`src/rtl/instr_fetch_queue_if.sv`:
```
// Purpose: bundles the instruction-memory request/response channel and the
//   decode-side valid/ready channel of the fetch queue.
// Signals:
//   imemReq/imemAddr      fetch request and address (fetch -> memory)
//   imemGnt               memory accepts the request this cycle
//   imemRspValid/Data     returned instruction word (memory -> fetch)
//   idValid/idInstr/idPC  head entry offered to decode (fetch -> decode)
//   idReady               decode consumes the head this cycle
// Handshake: a transfer happens on a rising edge where the producer's valid
//   (imemReq / idValid) and the consumer's accept (imemGnt / idReady) are both
//   high; a producer holds its payload until that transfer completes.
interface instr_fetch_queue_if;
  logic        imemReq;
  logic [31:0] imemAddr;
  logic        imemGnt;
  logic        imemRspValid;
  logic [31:0] imemRspData;
  logic        idValid;
  logic        idReady;
  logic [31:0] idInstr;
  logic [31:0] idPC;

  // master: the fetch queue itself
  modport master (
    output imemReq, imemAddr, idValid, idInstr, idPC,
    input  imemGnt, imemRspValid, imemRspData, idReady
  );

  // slave: the memory/decode environment around the queue
  modport slave (
    input  imemReq, imemAddr, idValid, idInstr, idPC,
    output imemGnt, imemRspValid, imemRspData, idReady
  );
endinterface

```
`src/rtl/instr_fetch_queue.sv`:
```
// Purpose: fetch stage behind the PC. Issues one instruction-memory request at a
//   time, buffers returned instructions with their PC in a DEPTH-entry FIFO and
//   presents the head to decode. Pulses pcAdvance when a request is accepted.
//   flush discards the buffered entries and any in-flight fetch.
// Ports:
//   clk, reset  clock and synchronous active-high reset
//   pcIn        current PC; used directly as the fetch address
//   pcAdvance   request accepted this cycle (control selects PC+4)
//   flush       redirect; kills the queue and the outstanding fetch
//   bus         memory and decode channels (instr_fetch_queue_if.master)
//   dbgCount    current queue occupancy, for observation only
module instr_fetch_queue #(
  parameter int          DEPTH = 2,
  parameter logic [31:0] NOP   = 32'h00000013
) (
  input  logic                         clk,
  input  logic                         reset,
  input  logic [31:0]                  pcIn,
  output logic                         pcAdvance,
  input  logic                         flush,
  instr_fetch_queue_if.master          bus,
  output logic [$clog2(DEPTH+1)-1:0]   dbgCount
);

  localparam int PW = $clog2(DEPTH);
  localparam int CW = $clog2(DEPTH+1);

  logic [CW-1:0] count_q, count_d;
  logic [PW-1:0] rd_ptr_q, rd_ptr_d;
  logic [PW-1:0] wr_ptr_q, wr_ptr_d;
  logic          outstanding_q, outstanding_d;
  logic          drop_q, drop_d;
  logic [31:0]   req_pc_q, req_pc_d;
  logic [31:0]   instr_q [DEPTH];
  logic [31:0]   pc_q    [DEPTH];

  logic issue, accept, rsp_take, push, pop, not_empty;

  // Only one fetch can be in flight, so "no outstanding and not full" is the
  // same as reserving a queue slot for the request being issued.
  assign not_empty = (count_q != '0);
  assign issue     = !reset && !flush && !outstanding_q && (count_q != CW'(DEPTH));
  assign accept    = issue && bus.imemGnt;
  assign rsp_take  = bus.imemRspValid && outstanding_q;
  // A response that belongs to a killed fetch (drop) or that arrives during a
  // flush is consumed but never written.
  assign push      = rsp_take && !drop_q && !flush;
  assign pop       = not_empty && bus.idReady;

  assign bus.imemReq  = issue;
  assign bus.imemAddr = pcIn;
  assign pcAdvance    = accept;
  assign bus.idValid  = not_empty;
  assign bus.idInstr  = not_empty ? instr_q[rd_ptr_q] : NOP;
  assign bus.idPC     = not_empty ? pc_q[rd_ptr_q]    : 32'h0;
  assign dbgCount     = count_q;

  always_comb begin
    count_d       = count_q;
    rd_ptr_d      = rd_ptr_q;
    wr_ptr_d      = wr_ptr_q;
    outstanding_d = outstanding_q;
    drop_d        = drop_q;
    req_pc_d      = req_pc_q;

    if (flush) begin
      // Flush wins over push/pop; the read pointer jumps to the write pointer
      // so the queue is empty without touching the storage.
      count_d  = '0;
      rd_ptr_d = wr_ptr_q;
    end else begin
      if (push) wr_ptr_d = wr_ptr_q + PW'(1);
      if (pop)  rd_ptr_d = rd_ptr_q + PW'(1);
      if (push && !pop)      count_d = count_q + CW'(1);
      else if (!push && pop) count_d = count_q - CW'(1);
    end

    if (accept) begin
      outstanding_d = 1'b1;
      req_pc_d      = pcIn;
    end else if (rsp_take) begin
      outstanding_d = 1'b0;
    end

    if (rsp_take)                    drop_d = 1'b0;
    else if (flush && outstanding_q) drop_d = 1'b1;
  end

  always_ff @(posedge clk) begin
    if (reset) begin
      count_q       <= '0;
      rd_ptr_q      <= '0;
      wr_ptr_q      <= '0;
      outstanding_q <= 1'b0;
      drop_q        <= 1'b0;
      req_pc_q      <= 32'h0;
    end else begin
      count_q       <= count_d;
      rd_ptr_q      <= rd_ptr_d;
      wr_ptr_q      <= wr_ptr_d;
      outstanding_q <= outstanding_d;
      drop_q        <= drop_d;
      req_pc_q      <= req_pc_d;
    end
  end

  // Storage is never read while its entry is not counted, so it needs no reset.
  always_ff @(posedge clk) begin
    if (push && !reset) begin
      instr_q[wr_ptr_q] <= bus.imemRspData;
      pc_q[wr_ptr_q]    <= req_pc_q;
    end
  end

endmodule
```
`src/flat_wrapper.sv`:
```
// flat-port wrapper written by rule: the top's interface ports become plain ports
module instr_fetch_queue_flat 
#(
  parameter int          DEPTH = 2,
  parameter logic [31:0] NOP   = 32'h00000013
)
  (clk, reset, pcIn, pcAdvance, flush, dbgCount, bus_imemReq, bus_imemAddr, bus_idValid, bus_idInstr, bus_idPC, bus_imemGnt, bus_imemRspValid, bus_imemRspData, bus_idReady);
  instr_fetch_queue_if bus_i ();
  input  logic clk;
  input  logic reset;
  input  logic [31:0] pcIn;
  output logic pcAdvance;
  input  logic flush;
  output logic [$clog2(DEPTH+1)-1:0] dbgCount;
  output wire logic [$bits(bus_i.imemReq)-1:0] bus_imemReq;
  output wire logic [$bits(bus_i.imemAddr)-1:0] bus_imemAddr;
  output wire logic [$bits(bus_i.idValid)-1:0] bus_idValid;
  output wire logic [$bits(bus_i.idInstr)-1:0] bus_idInstr;
  output wire logic [$bits(bus_i.idPC)-1:0] bus_idPC;
  input wire logic [$bits(bus_i.imemGnt)-1:0] bus_imemGnt;
  input wire logic [$bits(bus_i.imemRspValid)-1:0] bus_imemRspValid;
  input wire logic [$bits(bus_i.imemRspData)-1:0] bus_imemRspData;
  input wire logic [$bits(bus_i.idReady)-1:0] bus_idReady;
  assign bus_imemReq = bus_i.imemReq;
  assign bus_imemAddr = bus_i.imemAddr;
  assign bus_idValid = bus_i.idValid;
  assign bus_idInstr = bus_i.idInstr;
  assign bus_idPC = bus_i.idPC;
  assign bus_i.imemGnt = bus_imemGnt;
  assign bus_i.imemRspValid = bus_imemRspValid;
  assign bus_i.imemRspData = bus_imemRspData;
  assign bus_i.idReady = bus_idReady;
  instr_fetch_queue #(.DEPTH(DEPTH), .NOP(NOP)) u_core (.clk(clk), .reset(reset), .pcIn(pcIn), .pcAdvance(pcAdvance), .flush(flush), .bus(bus_i), .dbgCount(dbgCount));
endmodule
```
`config.mk`:
```
export PLATFORM = sky130hd
export DESIGN_NAME = instr_fetch_queue_flat
export DESIGN_NICKNAME = d
export VERILOG_FILES = /design/src/rtl/instr_fetch_queue_if.sv /design/src/rtl/instr_fetch_queue.sv /design/src/flat_wrapper.sv
export SDC_FILE = /design/constraint.sdc
export NUM_CORES = 1
export LEC_CHECK = 0
export ABC_AREA = 0
export CORE_MARGIN = 8
export CORE_UTILIZATION = 49
export DETAILED_ROUTE_END_ITERATION = 16
export GPL_TIMING_DRIVEN = 0
export HOLD_SLACK_MARGIN = 0.03
export PLACE_DENSITY = 0.8
export SYNTH_ARGS = -nofsm -noshare
export SYNTH_HDL_FRONTEND = slang
export SYNTH_SLANG_ARGS = --single-unit
```
`constraint.sdc`:
```
create_clock -name clk -period 8.65 [get_ports clk]
set_clock_uncertainty 0.2 [all_clocks]
set_input_delay 1.73 -clock clk [delete_from_list [all_inputs] [get_ports clk]]
set_output_delay 1.73 -clock clk [all_outputs]
set_load 0.005 [all_outputs]
```
==> flow_summary.yaml, run 1 <==
status:
  status: "complete, no violations"
min_path:
  hp-class: "reg -> reg"
  min_from: "u_core.req_pc_q[16]$_SDFFE_PP0P_"
  min_to: "u_core.pc_q[1][16]$_DFFE_PP_"
  whs_path_depth: 0
worst_setup_path:
  reg2reg_depth: 6
  r2r_end: "u_core.instr_q[0][1]$_DFFE_PP_"
  r2r_setup_slack_ns: 6.22
  worstSetupStartpointType: "input port"
  reg2reg_from: "u_core.outstanding_q$_SDFFE_PP0P_"
  end_kind: "output port"
  worstPathArrival_ns: 3.58
  crit_required_ns: 6.72
  path_class: "in -> out"
  worstPathMaxFanout: 10
clocking:
  clk_path_buf_depth: 2
  cts_buffers: 17
  path_clk_slew_ns: 0.06
  cts_sinks: 167
  clock-root-buffer: "clkbuf_16"
  clkLatencyLatePin_ns: 0.41
  cts_setup_buffers: 0
  htree_levels: 4
  cts.hold.buffers_added: 0
  cts_tree: "built"
  cts-resized-gates: 0
power:
  power.switching_uw: 331
  power.leakage_nw: 3.22
  vdd_drop_max_mv: 0.144
  pwr-share-clk_pct: 41.7
  switching_share_pct: 19.5
  internal_power_mw: 1.37
  powerDensity_nw_per_um2: 183
  power_frac_seq_pct: 51.4
  combPwrFrac_pct: 6.9
sta:
  hold_ws_ns: 0.248
  tightest_slew_ns: 0.837
  maxSlewHeadroom_pct: 44.0
  setup_ws_ns: 3.14
  rsz0062_at_grt: "false"
  setup_violations: 0
  layout_worst_path_cycle_share_pct: 63.7
  max_freq_mhz: 181
  period_needed_ns: 5.51
  hold_violations: 0
  tns_ns: 0
  drv_slew: 0
synth:
  yosysTopAreaCell: "edfxtp_1"
  synth_xor_area_share_pct: 0.526
  synth_top_area_share_pct: 57.7
  synth_seq_area_share_pct: 69.5
  syn_area_per_cell_um2: 13.6
  synthTopCellsByArea: "edfxtp_1 (58%), dfxtp_1 (12%), mux2i_1 (9.6%)"
  synth.area.mux_share_pct: 9.62
  synth_seq_cells: 167
  synth-simple-area-share_pct: 7.65
  synth_compound_area_share_pct: 6.15
  syn_nets: 559
  yosys_warnings: 0
  syn-cell-area_um2: 6660
  synthAdderAreaFrac_pct: 0.188
  synth_top_family_by_area: "multiplexers"
  syn_inst: 488
  synthDistinctLibCells: 29
layout:
  nets: 758
  final_area_um2: 9280
  synthToLayoutAreaGrowth_pct: 39.3
  antenna_cells: 0
  fin_cells: 876
  multiInputGateArea_um2: 1620
  final_common_cell: "clkdlybuf4s50_1"
  fillers: 956
  drive_above_1_share_pct: 15.4
  layout_common_cells: "clkdlybuf4s50_1 (168), edfxtp_1 (128), nor2_1 (65), mux2i_1 (64), dfxtp_1 (39)"
  regArea_um2: 4620
die:
  dieArea_um2: 17600
  initial_core_util_pct: 50.3
  core_area_um2: 13200
  fp.dieH_um: 133
  die_width_um: 133
  ios: 171
  rows: 42
detailed_routing:
  avgRoutedWirePerCell_um: 16.9
  drc: 0
  postRouteAntennaNets: 0
  drtIter0Drc: 273
  vias_per_cell: 5.01
  drt_wl_total_um: 14800
  drt_pass1_iterations: 5
  via_count: 4393
placement:
  io_buffer_count: 168
  placed_cells: 844
  dp_slack_ns: 3.16
  place_congestion: 0.777
  placed_area_um2: 8710
  dpl.hpwl_um: 11000
global_routing:
  first_global_vias: 4673
  grt_first_pass_wirelength_um: 23800
  grt_max_degree: 17
  grt-ovfl-total: 0
  grt_use_total_pct: 17.0
  antenna_found_initial: 0
flow_run:
  timing.max_cap.violations: 0
-- cells by family (layout without fill, tap and decap cells) --
family | Yosys count | in the layout
DFF | 167 | 167
and+or+nand+nor | 112 | 112
AOI/OAI and AO/OA | 72 | 72
buffers and inverters | 68 | 280
muxes | 64 | 64
xor gates and xnor gates | 4 | 4
adders and majority gates | 1 | 1
-- per-layer routing --
metal | share of wire (%) | GRT usage [%] | up-vias
met5 | 0 | 0 | -
met4 | 1.9 | 7.19 | 0
met3 | 5.8 | 4.28 | 20
met2 | 52 | 29.3 | 158
met1 | 41 | 19.7 | 2069
li1 | - | - | 2146
-- cell usage after synthesis --
cell	number
edfxtp_1	128
nor2_1	65
mux2i_1	64
dfxtp_1	39
a21oi_1	35
buf_4	32
nand3_1	32
o21ai_1	18
buf_2	15
clkbuf_1	11
o21ai_2	11
o21ai_0	5
buf_6	4
nand2_1	4
inv_1	3
nor3_1	3
a211oi_1	2
clkbuf_2	2
nor2b_1	2
or3_1	2
xnor2_1	2
xor2_1	2
buf_1	1
ha_1	1
nand2b_1	1
nor4_1	1
nor4b_4	1
o21a_1	1
or4b_4	1
-- metrics by stage --
step / power [mW] / util, %
4_1_cts: 1.71 / 70.0
6_report: 1.70 / 70.0
5_1_grt: 1.75 / 70.0
3_3_place_gp: 1.00 / 64.6
2_1_floorplan: 0.938 / -
3_5_place_dp: 1.01 / 65.8
-- worst max path at each step --
stage | from | to | slack (ns) | cells after the start
3_5_place_dp | bus_imemGnt | pcAdvance | 3.16 | 5
3_3_place_gp | bus_imemRspValid | u_core.instr_q[1][9]$_DFFE_PP_ | -1.39 | 4
2_1_floorplan | flush | u_core.instr_q[0][0]$_DFFE_PP_ | 1.28 | 3
4_1_cts | bus_imemGnt | pcAdvance | 3.13 | 5
5_1_grt | bus_imemGnt | pcAdvance | 3.07 | 5
6_report | bus_imemGnt | pcAdvance | 3.14 | 5
-- sequential cells by signal (all words and copies together), names as in the netlist, named ones only --
register and flops:
u_core.instr_q 64, u_core.pc_q 64, u_core.req_pc_q 32, u_core.dbgCount 2
u_core.drop_q 1, u_core.outstanding_q 1, u_core.rd_ptr_q 1, u_core.wr_ptr_q 1
-- worst max-delay path: stages --
cell             delay [ns]
clkdlybuf4s50_1        0.51
or4b_4                 0.54
buf_6                  0.19
nor2_1                 0.10
clkdlybuf4s50_1        0.51
-- final cells by class --
| type | count | share of cell area, % |
|---|---|---|
| Clock inverter | 8 | 0.769 |
| Inverter | 3 | 0.121 |
| Timing Repair Buffer | 180 | 19.7 |
| Tap cell | 176 | 2.37 |
| Multi-Input combinational cell | 253 | 17.4 |
| Buffer | 65 | 4.48 |
| Sequential cell | 167 | 49.9 |
| Clock buffer | 24 | 5.31 |
-- power groups by stage --
stage	combinational, mW	clock, mW	sequential [mW]
after floorplan	0.0506	0	0.888
after global placement	0.115	0	0.888
after detailed placement	0.118	0	0.889
after CTS	0.119	0.719	0.872
after global routing	0.126	0.752	0.872
final	0.117	0.707	0.872
Power figures use the tool's default switching activity.
==> run 2, diff against run 1 <==
- clock period: 8.65 -> 5.65 ns (I/O delays scaled with it)
==> results of run 2 <==
Same layout as run 1 (identical final DEF). Status: complete, no violations.
Among the figures that moved: setup slack after placement 3.16 ns -> 1.36 ns; setup slack after layout 3.14 ns -> 1.34 ns; register-to-register setup slack 6.22 ns -> 3.22 ns; total power 1.70 mW -> 2.60 mW; worst IR drop on VDD 0.144 mV -> 0.221 mV
